===== src/rtl/sdram_pkg.sv =====
// Shared SDR SDRAM definitions: command encodings, init sequencer states and helpers.
package sdram_pkg;

  // {cs_n, ras_n, cas_n, we_n}
  localparam logic [3:0] CMD_INHIBIT   = 4'b1111;
  localparam logic [3:0] CMD_NOP       = 4'b0111;
  localparam logic [3:0] CMD_PRECHARGE = 4'b0010;
  localparam logic [3:0] CMD_REFRESH   = 4'b0001;
  localparam logic [3:0] CMD_LOAD_MODE = 4'b0000;

  // A10 high during PRECHARGE selects all banks.
  localparam int unsigned A10_BIT = 10;

  typedef enum logic [3:0] {
    StWaitPwr,
    StWaitReady,
    StPrecharge,
    StWaitRp,
    StRefresh,
    StWaitRfc,
    StLoadMode,
    StWaitMrd,
    StDone
  } init_state_e;

  function automatic int unsigned max_of(input int unsigned a, input int unsigned b);
    return (a > b) ? a : b;
  endfunction

endpackage


===== src/rtl/sdram_delay_timer.sv =====
// Loadable down-counter with zero and last-tick flags; saturates at zero.
module sdram_delay_timer #(
  parameter int unsigned       WIDTH     = 8,
  parameter logic [WIDTH-1:0]  RESET_VAL = '0
) (
  input  logic             HCLK,
  input  logic             HRESET,
  input  logic             load_i,
  input  logic [WIDTH-1:0] load_val_i,
  input  logic             dec_i,
  output logic             zero_o,
  output logic             last_o
);

  logic [WIDTH-1:0] count_q, count_d;

  always_comb begin
    count_d = count_q;
    if (load_i) begin
      count_d = load_val_i;
    end else if (dec_i && (count_q != '0)) begin
      count_d = count_q - WIDTH'(1);
    end
  end

  always_ff @(posedge HCLK or posedge HRESET) begin
    if (HRESET) begin
      count_q <= RESET_VAL;
    end else begin
      count_q <= count_d;
    end
  end

  assign zero_o = (count_q == '0);
  // Set on the final cycle of a wait: the decrement this cycle reaches zero.
  assign last_o = (count_q == WIDTH'(1));

endmodule


===== src/rtl/sdram_init_sequencer.sv =====
// JEDEC SDR SDRAM power-up sequencer: drives the command bus until init completes,
// then hands the bus to the main controller; supports re-init without the power-up wait.
module sdram_init_sequencer
  import sdram_pkg::*;
#(
  parameter int                    POWER_UP_CYCLES  = 20000,
  parameter int                    T_RP_CYCLES      = 2,
  parameter int                    T_RFC_CYCLES     = 7,
  parameter int                    T_MRD_CYCLES     = 2,
  parameter int                    NUM_INIT_REFRESH = 2,
  parameter int                    ADDR_WIDTH       = 13,
  parameter int                    BA_WIDTH         = 2,
  parameter logic [ADDR_WIDTH-1:0] MODE_REG_VALUE   = 'h033
) (
  input  logic                  HCLK,
  input  logic                  HRESET,
  input  logic                  sdram_ready_i,
  input  logic                  reinit_req_i,
  output logic [3:0]            cmd_o,
  output logic [ADDR_WIDTH-1:0] addr_o,
  output logic [BA_WIDTH-1:0]   ba_o,
  output logic                  cke_o,
  output logic                  init_busy_o,
  output logic                  init_done_o
);

  if (POWER_UP_CYCLES < 1) begin : g_bad_pwr
    $error("POWER_UP_CYCLES must be >= 1");
  end
  if (T_RP_CYCLES < 1) begin : g_bad_rp
    $error("T_RP_CYCLES must be >= 1");
  end
  if (T_RFC_CYCLES < 1) begin : g_bad_rfc
    $error("T_RFC_CYCLES must be >= 1");
  end
  if (T_MRD_CYCLES < 1) begin : g_bad_mrd
    $error("T_MRD_CYCLES must be >= 1");
  end
  if ((NUM_INIT_REFRESH < 1) || (NUM_INIT_REFRESH > 15)) begin : g_bad_nref
    $error("NUM_INIT_REFRESH must be in 1..15");
  end
  if (ADDR_WIDTH < 11) begin : g_bad_aw
    $error("ADDR_WIDTH must be >= 11");
  end

  localparam int unsigned MaxTiming = max_of(max_of(POWER_UP_CYCLES, T_RP_CYCLES),
                                             max_of(T_RFC_CYCLES, T_MRD_CYCLES));
  localparam int unsigned TimerW    = $clog2(MaxTiming) + 1;

  localparam logic [TimerW-1:0] PwrLoad = TimerW'(POWER_UP_CYCLES);
  localparam logic [TimerW-1:0] RpLoad  = TimerW'(T_RP_CYCLES - 1);
  localparam logic [TimerW-1:0] RfcLoad = TimerW'(T_RFC_CYCLES - 1);
  localparam logic [TimerW-1:0] MrdLoad = TimerW'(T_MRD_CYCLES - 1);
  localparam logic [4:0]        NumRef  = 5'(NUM_INIT_REFRESH);

  init_state_e state_q, state_d;
  logic [3:0]  ref_q, ref_d;

  logic              tmr_load, tmr_dec, tmr_zero, tmr_last, tmr_expired;
  logic [TimerW-1:0] tmr_val;

  logic [3:0]            cmd_q, cmd_d;
  logic [ADDR_WIDTH-1:0] addr_q, addr_d;
  logic [BA_WIDTH-1:0]   ba_q, ba_d;
  logic                  cke_q, cke_d;
  logic                  busy_q, busy_d;
  logic                  done_q, done_d;

  sdram_delay_timer #(
    .WIDTH     (TimerW),
    .RESET_VAL (PwrLoad)
  ) u_timer (
    .HCLK       (HCLK),
    .HRESET     (HRESET),
    .load_i     (tmr_load),
    .load_val_i (tmr_val),
    .dec_i      (tmr_dec),
    .zero_o     (tmr_zero),
    .last_o     (tmr_last)
  );

  // Zero counts as expired too so a wait can never stall on an empty timer.
  assign tmr_expired = tmr_last | tmr_zero;

  always_comb begin
    state_d  = state_q;
    ref_d    = ref_q;
    tmr_load = 1'b0;
    tmr_val  = '0;
    tmr_dec  = 1'b0;
    unique case (state_q)
      StWaitPwr: begin
        tmr_dec = 1'b1;
        if (tmr_expired) state_d = StWaitReady;
      end
      StWaitReady: begin
        if (sdram_ready_i) state_d = StPrecharge;
      end
      StPrecharge: begin
        if (T_RP_CYCLES > 1) begin
          state_d  = StWaitRp;
          tmr_load = 1'b1;
          tmr_val  = RpLoad;
        end else begin
          state_d = StRefresh;
        end
      end
      StWaitRp: begin
        tmr_dec = 1'b1;
        if (tmr_expired) state_d = StRefresh;
      end
      StRefresh: begin
        ref_d = ref_q + 4'd1;
        if (T_RFC_CYCLES > 1) begin
          state_d  = StWaitRfc;
          tmr_load = 1'b1;
          tmr_val  = RfcLoad;
        end else begin
          state_d = (({1'b0, ref_q} + 5'd1) < NumRef) ? StRefresh : StLoadMode;
        end
      end
      StWaitRfc: begin
        tmr_dec = 1'b1;
        if (tmr_expired) state_d = ({1'b0, ref_q} < NumRef) ? StRefresh : StLoadMode;
      end
      StLoadMode: begin
        if (T_MRD_CYCLES > 1) begin
          state_d  = StWaitMrd;
          tmr_load = 1'b1;
          tmr_val  = MrdLoad;
        end else begin
          state_d = StDone;
        end
      end
      StWaitMrd: begin
        tmr_dec = 1'b1;
        if (tmr_expired) state_d = StDone;
      end
      StDone: begin
        if (reinit_req_i) begin
          state_d = StWaitReady;
          ref_d   = '0;
        end
      end
      default: state_d = StWaitPwr;
    endcase
  end

  // Outputs are decoded from the next state so the registered bus tracks state_q.
  always_comb begin
    cmd_d  = CMD_NOP;
    addr_d = '0;
    ba_d   = '0;
    cke_d  = (state_d != StWaitPwr);
    busy_d = (state_d != StDone);
    done_d = (state_d == StDone);
    unique case (state_d)
      StWaitPwr:   cmd_d = CMD_INHIBIT;
      StPrecharge: begin
        cmd_d           = CMD_PRECHARGE;
        addr_d[A10_BIT] = 1'b1;
      end
      StRefresh:   cmd_d = CMD_REFRESH;
      StLoadMode: begin
        cmd_d  = CMD_LOAD_MODE;
        addr_d = MODE_REG_VALUE;
      end
      default:     cmd_d = CMD_NOP;
    endcase
  end

  always_ff @(posedge HCLK or posedge HRESET) begin
    if (HRESET) begin
      state_q <= StWaitPwr;
      ref_q   <= '0;
      cmd_q   <= CMD_INHIBIT;
      addr_q  <= '0;
      ba_q    <= '0;
      cke_q   <= 1'b0;
      busy_q  <= 1'b1;
      done_q  <= 1'b0;
    end else begin
      state_q <= state_d;
      ref_q   <= ref_d;
      cmd_q   <= cmd_d;
      addr_q  <= addr_d;
      ba_q    <= ba_d;
      cke_q   <= cke_d;
      busy_q  <= busy_d;
      done_q  <= done_d;
    end
  end

  assign cmd_o       = cmd_q;
  assign addr_o      = addr_q;
  assign ba_o        = ba_q;
  assign cke_o       = cke_q;
  assign init_busy_o = busy_q;
  assign init_done_o = done_q;

endmodule

===== config.mk =====
export PLATFORM = sky130hd
export DESIGN_NAME = sdram_init_sequencer
export DESIGN_NICKNAME = d
export VERILOG_FILES = /design/src/rtl/sdram_pkg.sv /design/src/rtl/sdram_delay_timer.sv /design/src/rtl/sdram_init_sequencer.sv
export SDC_FILE = /design/constraint.sdc
export NUM_CORES = 1
export LEC_CHECK = 0
export CORE_MARGIN = 5
export CORE_UTILIZATION = 38
export DETAILED_ROUTE_END_ITERATION = 10
export PLACE_DENSITY_LB_ADDON = 0.12
export SETUP_SLACK_MARGIN = 0.5
export SYNTH_ARGS = -nofsm -noshare
export SYNTH_HDL_FRONTEND = slang
export SYNTH_SLANG_ARGS = --single-unit

===== constraint.sdc =====
create_clock -name HCLK -period 4.05 [get_ports HCLK]
set_input_delay 0.405 -clock HCLK [delete_from_list [all_inputs] [get_ports HCLK]]
set_output_delay 0.405 -clock HCLK [all_outputs]
set_load 0.005 [all_outputs]

# After elaboration in Yosys (flattened, before gate mapping)
# Index checks and enable logic that the tools add are counted.
# totals
register_bits	42
latch_bits	0
mem_bits_rw	0
romBits	0
inputBits	4
output_inout_bits	22
memories	0
# op_classes
addsub	2
n_mul	0
n_div	0
n_lt_le_gt_ge	1
n_eq_ne	15
shift	0
n_mux	18
n_bitwise	1
n_reduce_logical	12
# ops
operator	count
4-bit one-hot mux with 9 select lines	1
16-bit two-way mux	2
4-bit two-way mux	7
4-bit by 3-bit equality test with 1-bit output (second input constant)	6
16-bit by 1-bit equality test with 1-bit output (second input constant)	1
16-bit logical NOT	1
4-bit one-hot mux with 4 select lines	1
16-bit nonzero test	1
16-bit by 1-bit subtractor with 16-bit output (second input constant)	1
4-bit by 2-bit equality test with 1-bit output (second input constant)	3
4-bit equality test (second input constant)	2
4-bit logical NOT	2
4-bit one-hot mux with 2 select lines	1
6-bit two-way mux	1
3-bit one-hot mux with 2 select lines	1
4-bit by 1-bit adder with 4-bit output (second input constant)	1
4-bit by 1-bit equality test with 1-bit output (second input constant)	1
4-bit by 2-bit less-than comparator with 1-bit output (second input constant)	1
4-bit inequality test (second input constant)	1
2-bit nonzero test	2
4-bit nonzero test	1
4-bit OR reduction	1
1-bit two-way mux	3
3-bit OR reduction	1
other kinds (6)	6

# Depth between registers and ports, before layout
# logic_depth
depth_word	6
depth_mapped	7
mapped_depth_nobuf	7

# Modules after synthesis
# From an unflattened synthesis, not the netlist that was laid out.
# unflattened
hier_cells	200
area_unflattened_um2	1978.1
# by_module_without_submodules
module	n_inst	cells_each	area_per_inst_um2
sdram_delay_timer	1	116	1084.8
sdram_init_sequencer	1	84	893.4

# Least setup slack after synthesis
# OpenSTA, ideal clock, no wires.
# synth_timing
kind	register -> register
startpoint	register u_timer.count_q[2]
endpoint	register cke_q, in the netlist cke_o
setup_ns	0.138
t_arrival_ns	2.037
t_required_ns	3.912
path_slack_ns	1.874
path_stages_with_launch	6
n_path_buf	0
path_cell_list	dfrtp_1 > nor4_4 > nand2_2 > nor3_1 > mux2_2 > or4b_1
# synth_via
elab_chain_cells	5
# synth_rtl
item	line	text
start, declared	sdram_delay_timer.sv:15	logic [WIDTH-1:0] count_q, count_d;
start signal, assigned	sdram_delay_timer.sv:30	count_q <= count_d;
16-bit by 1-bit equality test with 1-bit output or 16-bit logical NOT (tied branches)	sdram_delay_timer.sv:36, sdram_delay_timer.sv:34	
1-bit OR *	sdram_init_sequencer.sv:83	assign tmr_expired = tmr_last | tmr_zero;
4-bit two-way mux, on equally long branches	--	
4-bit one-hot mux with 9 select lines *	sdram_init_sequencer.sv:91	unique case (state_q)
named net state_d[2]	sdram_init_sequencer.sv:56	init_state_e state_q, state_d;
4-bit nonzero test *	sdram_init_sequencer.sv:154	cke_d = (state_d != StWaitPwr);
named net cke_d	sdram_init_sequencer.sv:65	logic cke_q, cke_d;
end signal, assigned	sdram_init_sequencer.sv:188	cke_q <= cke_d;
end, declared	sdram_init_sequencer.sv:65	
# The timed path passes the listed nets; every way through them passes the cells marked *.
# A chain may end at the register's enable or synchronous reset.

# Worst setup path after layout
# layout_timing
startpoint	register state_q[0]
endpoint	register u_timer.count_q[11]
# layout_via
elab_chain_cells	5
# layout_rtl
item	line	text
start, declared	sdram_init_sequencer.sv:56	
start signal, assigned	sdram_init_sequencer.sv:174	state_q <= StWaitPwr;
start signal, assigned	sdram_init_sequencer.sv:183	state_q <= state_d;
4-bit by 3-bit equality test with 1-bit output (tied with other cells)	sdram_init_sequencer.sv:91	
4-bit OR reduction (no line)	--	
1-bit two-way mux	sdram_init_sequencer.sv:91	
1-bit logical AND	sdram_delay_timer.sv:21	end else if (dec_i && (count_q != '0)) begin
2-bit nonzero test (no line)	--	
# Parallel ways exist; a longest one is shown, timed or not.

==> results.yml <==
power:
  p_leak_nw: 0.885
  p_per_area_nw_per_um2: 793
  max-vdd-ir-drop_v: 0.000297
  p_switching_mw: 0.722
  power_frac_comb_pct: 46.9
  intPower_mw: 0.945
  clkPwrFrac_pct: 15.1
  switching_share_pct: 43.3
  p_seq_share_pct: 38.1
synth:
  syn_inst: 188
  synth_area_sq_um: 1860
  synth_top_cell_by_area: "dfrtp_1"
  synthTopCellsByCount: "dfrtp_1 (23), nand2_1 (20), nor2_1 (17), buf_4 (13), nand3_1 (11)"
  synth_top_cell_area_share_pct: 30.9
  synth_flop_cell: "dfrtp_1"
  synth.avg_cell_area_sq_um: 9.91
  synthArstFlopShare_pct: 100
  yosys_warnings: 0
  seq_area_frac_synth_pct: 45.0
  yosysMostFrequentCell: "dfrtp_1"
  synthDistinctLibCells: 45
  ys_ff_latch: 33
  synth-edff-count: 0
  synth_area_leaders: "dfrtp_1 (31%), dfstp_2 (14%), buf_4 (5.2%), nand2_1 (4.0%), xor2_1 (3.8%)"
floorplanning:
  die_area_sq_um: 6400
  core_area_sq_um: 4750
  die-height_um: 80.0
  start_util_pct: 39.2
  rows: 25
  io_pins: 26
  die_w_um: 80.0
critical_path:
  end_kind: "register"
  regToRegEndpoint: "u_timer.count_q[11]"
  rrSetupSlack_ns: 1.43
  critPathRequiredTime_ns: 4.25
  rr_worst_depth: 5
  worstPathArrival_ns: 2.82
  crit_path_end: "u_timer.count_q[11]"
  crit_family: "simple AND/OR/NAND/NOR gates"
  slowest_stage: "a21oi_1"
  cp.depth: 5
  cp_max_fo: 20
  path_class: "reg2reg"
  cp-start-kind: "register"
  slowest_delay_ns: 0.66
  crit_buf_inv: 0
  startpoint: "state_q[0]"
  crit_chain: "or3_1 > a21oi_1 > or3b_1 > or3_1 > a21oi_1"
  r2r-start: "state_q[0]"
status:
  status: "completed"
global_route:
  grt_overflow: 0
  grt_pass1_vias: 1321
  grt_pass1_wl_um: 6380
  antenna_found_initial: 0
  grt_use_total_pct: 12.8
  grt_max_degree: 21
routing:
  dr.pass1.iters: 4
  routedWlPerCell_um: 14.0
  vias: 1356
  vias_per_cell: 5.06
  post-route-drc-count: 0
  postRouteAntennaNets: 0
  wirelength_um: 3760
  drtIter0Drc: 50
timing:
  final.min_clock_period_ns: 2.62
  finalSetupViolCount: 0
  hold_viol: 0
  worst_hold_slack_ns: 0.498
  worst_slew_pin_slew_ns: 0.868
  slew_violations: 0
  fin_tns_setup_ns: 0
  finalClockSkew_ns: 0.00932
  rsz0062_at_grt: "no"
  fmax_mhz: 382
  period_share_pct: 64.6
  slew_headroom_pct: 41.7
finish:
  diodes: 0
  finalNetCount: 208
  nFillCells: 479
  area_delta_synth_final_pct: 12.8
  drive_gt1_share_pct: 12.9
  design_area_sq_um: 2100
min_path:
  min-delay-start: "u_timer.count_q[14]"
  hp-class: "reg2reg"
cts:
  cts_root_buf: "clkbuf_8"
  clk_latency_ns: 0.28
  cts.clk_slew.worst_paths_ns: 0.07
  cts_buffer_depth: 2
  cts_setup_buffers: 0
  hold_buffers: 0
  tritoncts: "yes"
  numCtsBuffers: 5
  ctsResizeCount: 0
  cts.sinks: 33
  htreeDepth: 2
run:
  cap_viol_max_count: 0
placement:
  dp_hpwl_um: 2780
  place_congestion: 0.774
  place_area_sq_um: 2010
  port_buffers: 15
-- routing by layer --
metal  vias to the layer above  part of all wire (%)  track usage, %
li1                        673                     -               -
met1                       640                    49            17.1
met2                        36                    45            20.0
met3                         7                   5.0            3.95
met4                         0                   1.5            3.55
met5                         -                     0               0
-- worst min-delay path by stage --
stage | depth (start not counted) | end | slack, ns
2_1_floorplan | 2 | u_timer.count_q[14] | 0.47
3_3_place_gp | 2 | u_timer.count_q[14] | 0.48
3_5_place_dp | 2 | u_timer.count_q[14] | 0.49
4_1_cts | 2 | u_timer.count_q[14] | 0.50
5_1_grt | 2 | u_timer.count_q[9] | 0.52
6_report | 2 | u_timer.count_q[14] | 0.50
-- worst register-to-register path, cell delays in order (launching register included) --
cell     delay [ns]
dfrtp_1        0.57
or3_1          0.39
a21oi_1        0.66
or3b_1         0.45
or3_1          0.32
a21oi_1        0.15
-- per-stage QoR --
stage / setup WS (ns) / utilization, % / power (mW) / instances
6_report: 1.43 / 44.2 / 1.67 / 268
5_1_grt: 1.17 / 44.2 / 1.81 / 268
4_1_cts: 1.46 / 44.2 / 1.68 / 268
2_1_floorplan: 1.87 / - / 1.23 / 197
3_5_place_dp: 1.51 / 42.3 / 1.42 / 260
3_3_place_gp: 1.55 / 42.3 / 1.40 / 260
-- placed cells by master (no fill, tap or decap), types with 2 or more instances in the layout --
cell type	count
nor4b_1	2
o21ai_0	5
or3_1	4
xor2_1	8
nor4_1	2
nor4_4	2
inv_1	6
nor2_1	17
clkbuf_1	2
nor4_2	2
dfstp_2	10
and2_1	3
clkdlybuf4s50_1	15
mux2i_1	5
a21oi_1	3
nand2_1	20
conb_1	10
a211o_1	2
o211ai_1	3
nor3_1	6
nor3b_1	3
clkbuf_8	6
ha_1	4
dfrtp_1	23
a41o_1	2
nand4_1	7
nand3_1	11
-- cells by family after synthesis --
kind of cell | count (synthesis) | synth area share, %
simple gates | 88 | 27.5
compound gates | 22 | 9.54
other cells | 1 | 0.201
fa+ha+maj | 4 | 2.69
buf+inv | 26 | 7.99
xor+xnor | 8 | 3.76
flops | 33 | 45.0
mux | 6 | 3.29
-- registers in the layout, summed over array words and instances (netlist names) --
signal / count
u_timer.count_q: 16
state_q: 4
cmd_o: 4
init_busy_o: 1
addr_o: 2
init_done_o: 1
ref_q: 4
cke_o: 1
-- layout make-up --
type | count | area (sq um) | area share (%)
repair buffers | 16 | 158 | 7.50
multi-input cells | 138 | 910 | 43.3
well taps | 67 | 83.8 | 3.99
inverters | 6 | 22.5 | 1.07
flip-flops and latches | 33 | 838 | 39.9
clock buffers | 8 | 90.1 | 4.29
-- power by group through the flow --
stage | clock network, mW | registers (mW) | logic (mW)
2_1_floorplan | 0 | 0.576 | 0.659
3_3_place_gp | 0 | 0.636 | 0.764
3_5_place_dp | 0 | 0.637 | 0.781
4_1_cts | 0.260 | 0.633 | 0.786
5_1_grt | 0.274 | 0.654 | 0.886
6_report | 0.251 | 0.634 | 0.781
No activity file was read; power rests on OpenSTA's default activity.
==> variant 1: new RTL, config.mk and constraints unchanged <==
Encoding of `init_state_e`: now one-hot (9 bits for 9 states).
--- a/src/rtl/sdram_pkg.sv
+++ b/src/rtl/sdram_pkg.sv
@@ -12,14 +12,14 @@
   localparam int unsigned A10_BIT = 10;
 
-  typedef enum logic [3:0] {
-    StWaitPwr,
-    StWaitReady,
-    StPrecharge,
-    StWaitRp,
-    StRefresh,
-    StWaitRfc,
-    StLoadMode,
-    StWaitMrd,
-    StDone
+  typedef enum logic [8:0] {
+    StWaitPwr   = 9'b000000001,
+    StWaitReady = 9'b000000010,
+    StPrecharge = 9'b000000100,
+    StWaitRp    = 9'b000001000,
+    StRefresh   = 9'b000010000,
+    StWaitRfc   = 9'b000100000,
+    StLoadMode  = 9'b001000000,
+    StWaitMrd   = 9'b010000000,
+    StDone      = 9'b100000000
   } init_state_e;
 
Formal check against the unedited RTL: same outputs for any inputs over 10 cycles, from zero or initial values and one cycle with HRESET high; not proved beyond that.
==> variant 1 against the unedited design <==
- final area increased by 17%
- sequential cell count increased by 5
- area after synthesis increased by 20%
- worst setup slack improved by 0.18 ns
- wire length increased by 20%
- non-clock buffer count unchanged
- utilization decreased by 1.8 points
- highest routed layer unchanged
Power is not compared: it rests on default switching activity, and its combinational part moved more than twofold at a synthesized area within 25%.
==> variant 1: results (changes against the unedited design) <==
stage	metric	value	unit	change
final_layout	NumNets Final	257		+24%
critical_path	FF-to-FF setup slack	1.61	ns	+0.18 ns
critical_path	max incr delay on CP	0.72	ns	+0.06 ns
detailed_routing	DR vias	1702		+26%
logic_synthesis	Post-synth top cells	dfrtp_1 (27), nor2_1 (22), nand2_1 (20), buf_4 (13)		
placement	DP Worst Slack	1.69	ns	+0.188 ns
placement	area post-placement	2380	µm²	+18%
global_routing	largest net degree at the start of global routing	39		+86%
clock_network	Root Driver	clkbuf_8		
logic_synthesis	Cells after Synth	239		+27%
logic_synthesis	Yosys warning count	0		unchanged
final_layout	layout cells sized above 1	0.116		-0.0134
detailed_routing	routed length per placed instance	13.8	µm	-1.3%
critical_path	arrival time worst endpoint	2.59	ns	-0.23 ns
logic_synthesis	Synth Area in Compound Gates	0.133		+0.0372
logic_synthesis	post-synthesis adder-cell area fraction	0.0224		-0.00449
critical_path	FF-to-FF path depth	7		+2
power	leakage	0.986	nW	
timing	worst slew pin tran	0.980	ns	+0.112 ns
power	internal power	0.000771	W	
placement	Port Buf Inserts	15		unchanged
final_layout	Largest regs	u_timer.count_q (16), state_q (9)		
clock_network	setup bufs post-CTS	0		unchanged
global_routing	met1 GRT Util	0.189		+0.0175
final_layout	fill count	604		+26%
placement	post-DP HPWL	3430	µm	+23%
timing	clk_skew	0.00948	ns	+0.000160 ns
logic_synthesis	post-synthesis sequential area ratio	0.431		-0.0188
timing	worst hold slack	0.515	ns	+0.0170 ns
critical_path	CP Max Fanout	4		-80%
logic_synthesis	Async SR Flop Fraction	1.00		unchanged
power	sequential power	0.000564	W	
global_routing	vias in the first global route	1587		+20%
critical_path	Reg2Reg Launch Point	u_timer.count_q[0]$_DFFE_PP0P_		
global_routing	GRT Overall Usage	0.129		+0.00127
global_routing	initial antenna violation count	0		unchanged
critical_path	worst r2r dst	u_timer.count_q[12]$_DFFE_PP0P_		
power	comb pwr	0.000349	W	
logic_synthesis	multiplexer area fraction after synthesis	0.0134		-0.0195
power	Clock net power	0.000263	W	
global_routing	first-pass GRT wire length	7640	µm	+20%
worst_hold_path	hold_sp	u_timer.count_q[9]$_DFFE_PP1P_		
clock_network	CTS max path bufs	2		unchanged
placement	Placed Cells	317		+22%
logic_synthesis	Main synth FF type	dfrtp_1		
logic_synthesis	synth top area cells	dfrtp_1 (30%), dfstp_2 (13%), buf_4 (4.4%)		
detailed_routing	DR pass1 iterations	4		unchanged
placement	placer's final routability congestion estimate	0.810		+4.7%
global_routing	met3 usage	0.0285		-0.0110
final_layout	Post-Layout Cell Count	325		+21%
detailed_routing	Initial DRC Count	86		+72%
worst_hold_path	Tightest Hold Check Type	reg2reg		
logic_synthesis	Distinct cells, synth	56		+24%
run_status	outcome	complete, no violations		
worst_hold_path	hold path endpoint	u_timer.count_q[9]$_DFFE_PP1P_		
clock_network	CTS Buf Count	5		unchanged
logic_synthesis	xor and xnor area share after synthesis	0.0470		+0.00937
critical_path	Critical-path top delay cell	nor4b_1		
global_routing	grt met2 use	0.191		-0.00827
clock_network	clock-pin slew on the worst setup and hold paths	0.07	ns	about the same
[variant 1: layout make-up]
| type | instances | area [µm²] | area share |
|---|---|---|---|
| timing repair buffer | 16 | 158 | 0.0639 |
| inverter | 12 | 45.0 | 0.0183 |
| tap | 75 | 93.8 | 0.0381 |
| clock buffer | 8 | 90.1 | 0.0365 |
| multi-input combinational | 176 | 1110 | 0.452 |
| sequential | 38 | 965 | 0.391 |
[variant 1: worst max-delay path by stage]
stage / endpoint / from / depth (start not counted) / slack, ns
after floorplan: u_timer.count_q[9]$_DFFE_PP1P_ / state_q[3]$_DFF_PP0_ / 6 / 2.05
after global routing: u_timer.count_q[9]$_DFFE_PP1P_ / state_q[6]$_DFF_PP0_ / 5 / 1.43
final: u_timer.count_q[12]$_DFFE_PP0P_ / u_timer.count_q[0]$_DFFE_PP0P_ / 7 / 1.61
after CTS: u_timer.count_q[12]$_DFFE_PP0P_ / u_timer.count_q[0]$_DFFE_PP0P_ / 7 / 1.66
after global placement: u_timer.count_q[12]$_DFFE_PP0P_ / u_timer.count_q[0]$_DFFE_PP0P_ / 7 / 1.63
after detailed placement: u_timer.count_q[12]$_DFFE_PP0P_ / u_timer.count_q[0]$_DFFE_PP0P_ / 7 / 1.69
[variant 1: metal layers]
| metal | routed length (µm) | part of all wire |
|---|---|---|
| met1 | 2240 | 0.50 |
| met2 | 2040 | 0.45 |
| met3 | 169 | 0.038 |
| met4 | 41 | 0.0091 |
| met5 | 0 | 0 |
[variant 1: critical path, delay by kind of cell (launching register included)]
family                     cells  cell delay (ns)
and+or+nand+nor                3             0.96
adders and majority gates      1             0.16
AOI/OAI and AO/OA              1             0.48
xor gates and xnor gates       1             0.18
buffers and inverters          1             0.10
DFF                            1             0.43
==> variant 2: new RTL, same settings <==
Without the edit above. `ADDR_WIDTH`: 13 -> 12.
--- a/src/rtl/sdram_init_sequencer.sv
+++ b/src/rtl/sdram_init_sequencer.sv
@@ -9,5 +9,5 @@
   parameter int                    T_MRD_CYCLES     = 2,
   parameter int                    NUM_INIT_REFRESH = 2,
-  parameter int                    ADDR_WIDTH       = 13,
+  parameter int                    ADDR_WIDTH       = 12,
   parameter int                    BA_WIDTH         = 2,
   parameter logic [ADDR_WIDTH-1:0] MODE_REG_VALUE   = 'h033
Ports: changed (resized addr_o); port bits go from 26 to 25. No check against the original RTL was run, so the function may have changed too.
==> variant 2 against the unedited design <==
- wire length increased by 0.69%
- total power increased by 3.5%
- largest power group unchanged
- area after synthesis decreased by 0.40%
- die area decreased by 0.35%
- final area increased by 1.0%
- worst setup slack improved by 0.053 ns
- largest cell class unchanged
- first-iteration DRC count increased to 2.5 times the old value
- sequential cell count unchanged
==> variant 2: results (changes against the unedited design) <==
stage	metric	value	unit	change
final_layout	number of flip-flops under the largest register name	16		unchanged
critical_path	max incr delay on CP	0.63	ns	-0.03 ns
worst_hold_path	Tightest Hold Check Type	in2async		
clock_network	setup bufs post-CTS	0		unchanged
critical_path	Critical-path top delay cell	a21oi_1		
final_layout	NumNets Final	207		-0.48%
final_layout	Top reg by flops	u_timer.count_q		
placement	Placed Cells	259		-0.38%
logic_synthesis	post-synthesis sequential area ratio	0.452		+0.00182
final_layout	Antenna diodes	0		unchanged
clock_network	clock-pin slew on the worst setup and hold paths	0.07	ns	about the same
power	leakage	0.891	nW	+0.63%
logic_synthesis	Async SR Flop Fraction	1.00		unchanged
logic_synthesis	Yosys warning count	0		unchanged
global_routing	GRT Overall Usage	0.134		+0.00563
global_routing	vias in the first global route	1326		+0.38%
clock_network	CTS max path bufs	2		unchanged
run_status	outcome	complete, no violations		
clock_network	Post-CTS Resized	0		unchanged
detailed_routing	DRC	0		unchanged
global_routing	initial antenna violation count	0		unchanged
placement	placer's final routability congestion estimate	0.804		+3.9%
placement	Port Buf Inserts	15		unchanged
timing	worst slew pin tran	0.788	ns	-0.0799 ns
clock_network	Root Driver	clkbuf_8		
logic_synthesis	synth top area cells	dfrtp_1 (31%), dfstp_2 (14%), buf_4 (4.9%)		
final_layout	fill count	444		-7.3%
critical_path	CP Max Fanout	20		unchanged
global_routing	largest net degree at the start of global routing	21		unchanged
power	Max VDD drop	0.333	mV	+12%
clock_network	CTS HTree Levels	2		unchanged
clock_network	clk_lat worst skew	0.29	ns	
clock_network	CTS Buf Count	5		unchanged
detailed_routing	Initial DRC Count	127		+150%
logic_synthesis	Post-synth top cells	dfrtp_1 (23), nand2_1 (20), nor2_1 (17), buf_4 (12), nand3_1 (11)		
logic_synthesis	Distinct cells, synth	45		unchanged
detailed_routing	vias per cell	5.14		+1.6%
critical_path	arrival time worst endpoint	2.78	ns	-0.04 ns
final_layout	layout cells sized above 1	0.140		+0.0106
timing	clk_skew	0.00747	ns	-0.00185 ns
detailed_routing	routed length per placed instance	14.2	µm	+1.1%
placement	post-DP HPWL	2830	µm	+1.8%
global_routing	first-pass GRT wire length	6600	µm	+3.5%
logic_synthesis	Cells after Synth	187		-0.53%
detailed_routing	DR pass1 iterations	4		unchanged
critical_path	FF-to-FF path depth	5		unchanged
detailed_routing	DR vias	1373		+1.3%
variant 2: changes by cell type after synthesis:
cell and change:
buf_4 -1
variant 2: worst max-delay path, delay by kind of cell, from the launching register on:
family,cells,cell delay [ns]
flops,1,0.58
simple gates,3,1.15
compound gates,2,0.76
variant 2: worst paths after layout:
check                                                  end  slack, ns                            start
max                        u_timer.count_q[11]$_DFFE_PP1P_       1.49             state_q[0]$_DFF_PP0_
min                         u_timer.count_q[3]$_DFFE_PP0P_       0.48                           HRESET
max reg2reg                u_timer.count_q[11]$_DFFE_PP1P_       1.49             state_q[0]$_DFF_PP0_
min reg2reg                u_timer.count_q[14]$_DFFE_PP1P_       0.50  u_timer.count_q[14]$_DFFE_PP1P_
max in group asynchronous               cmd_o[1]$_DFF_PP1_       2.84                           HRESET
min in group HCLK          u_timer.count_q[14]$_DFFE_PP1P_       0.50  u_timer.count_q[14]$_DFFE_PP1P_
variant 2: kinds of logic after synthesis:
| family | synth area share |
|---|---|
| and+or+nand+nor | 0.276 |
| buffers and inverters | 0.0762 |
| AOI/OAI and AO/OA | 0.0958 |
| other | 0.00202 |
| xor gates and xnor gates | 0.0378 |
| muxes | 0.0330 |
| adders and majority gates | 0.0270 |
| DFF | 0.452 |
variant 2: power breakdown:
group | internal [W] | leakage [nW] | switching (W) | total, W
Clock | 0.000184 | 0.0543 | 0.000131 | 0.000316
Combinational | 0.000332 | 0.442 | 0.000440 | 0.000772
Sequential | 0.000473 | 0.395 | 0.000165 | 0.000637
Total | 0.000989 | 0.891 | 0.000736 | 0.00172
variant 2: area by class of cell:
| cell class | count | area (µm²) | share of cell area |
|---|---|---|---|
| clock buffer | 5 | 68.8 | 0.0324 |
| multi-input combinational | 137 | 906 | 0.427 |
| timing repair buffer | 16 | 158 | 0.0742 |
| sequential | 33 | 838 | 0.395 |
| tap | 67 | 83.8 | 0.0395 |
| clock inverter | 3 | 46.3 | 0.0218 |
| inverter | 6 | 22.5 | 0.0106 |
variant 2: per-stage QoR:
step	power, W	util	instance area [µm²]	hold slack, ns	worst slack [ns]
finish	0.00172	0.450	2120	0.481	1.49
global route	0.00189	0.450	2120	0.521	1.26
floorplan	0.00123	-	1890	0.468	1.87
global placement	0.00140	0.425	2010	0.479	1.55
CTS	0.00175	0.450	2120	0.501	1.48
detailed placement	0.00142	0.425	2010	0.495	1.50
variant 2: metal layers:
metal,GRT usage,vias to the layer above,share of wire
li1,-,675,-
met1,0.171,671,0.48
met2,0.209,19,0.47
met3,0.0372,8,0.032
met4,0.0608,0,0.020
met5,0,-,0
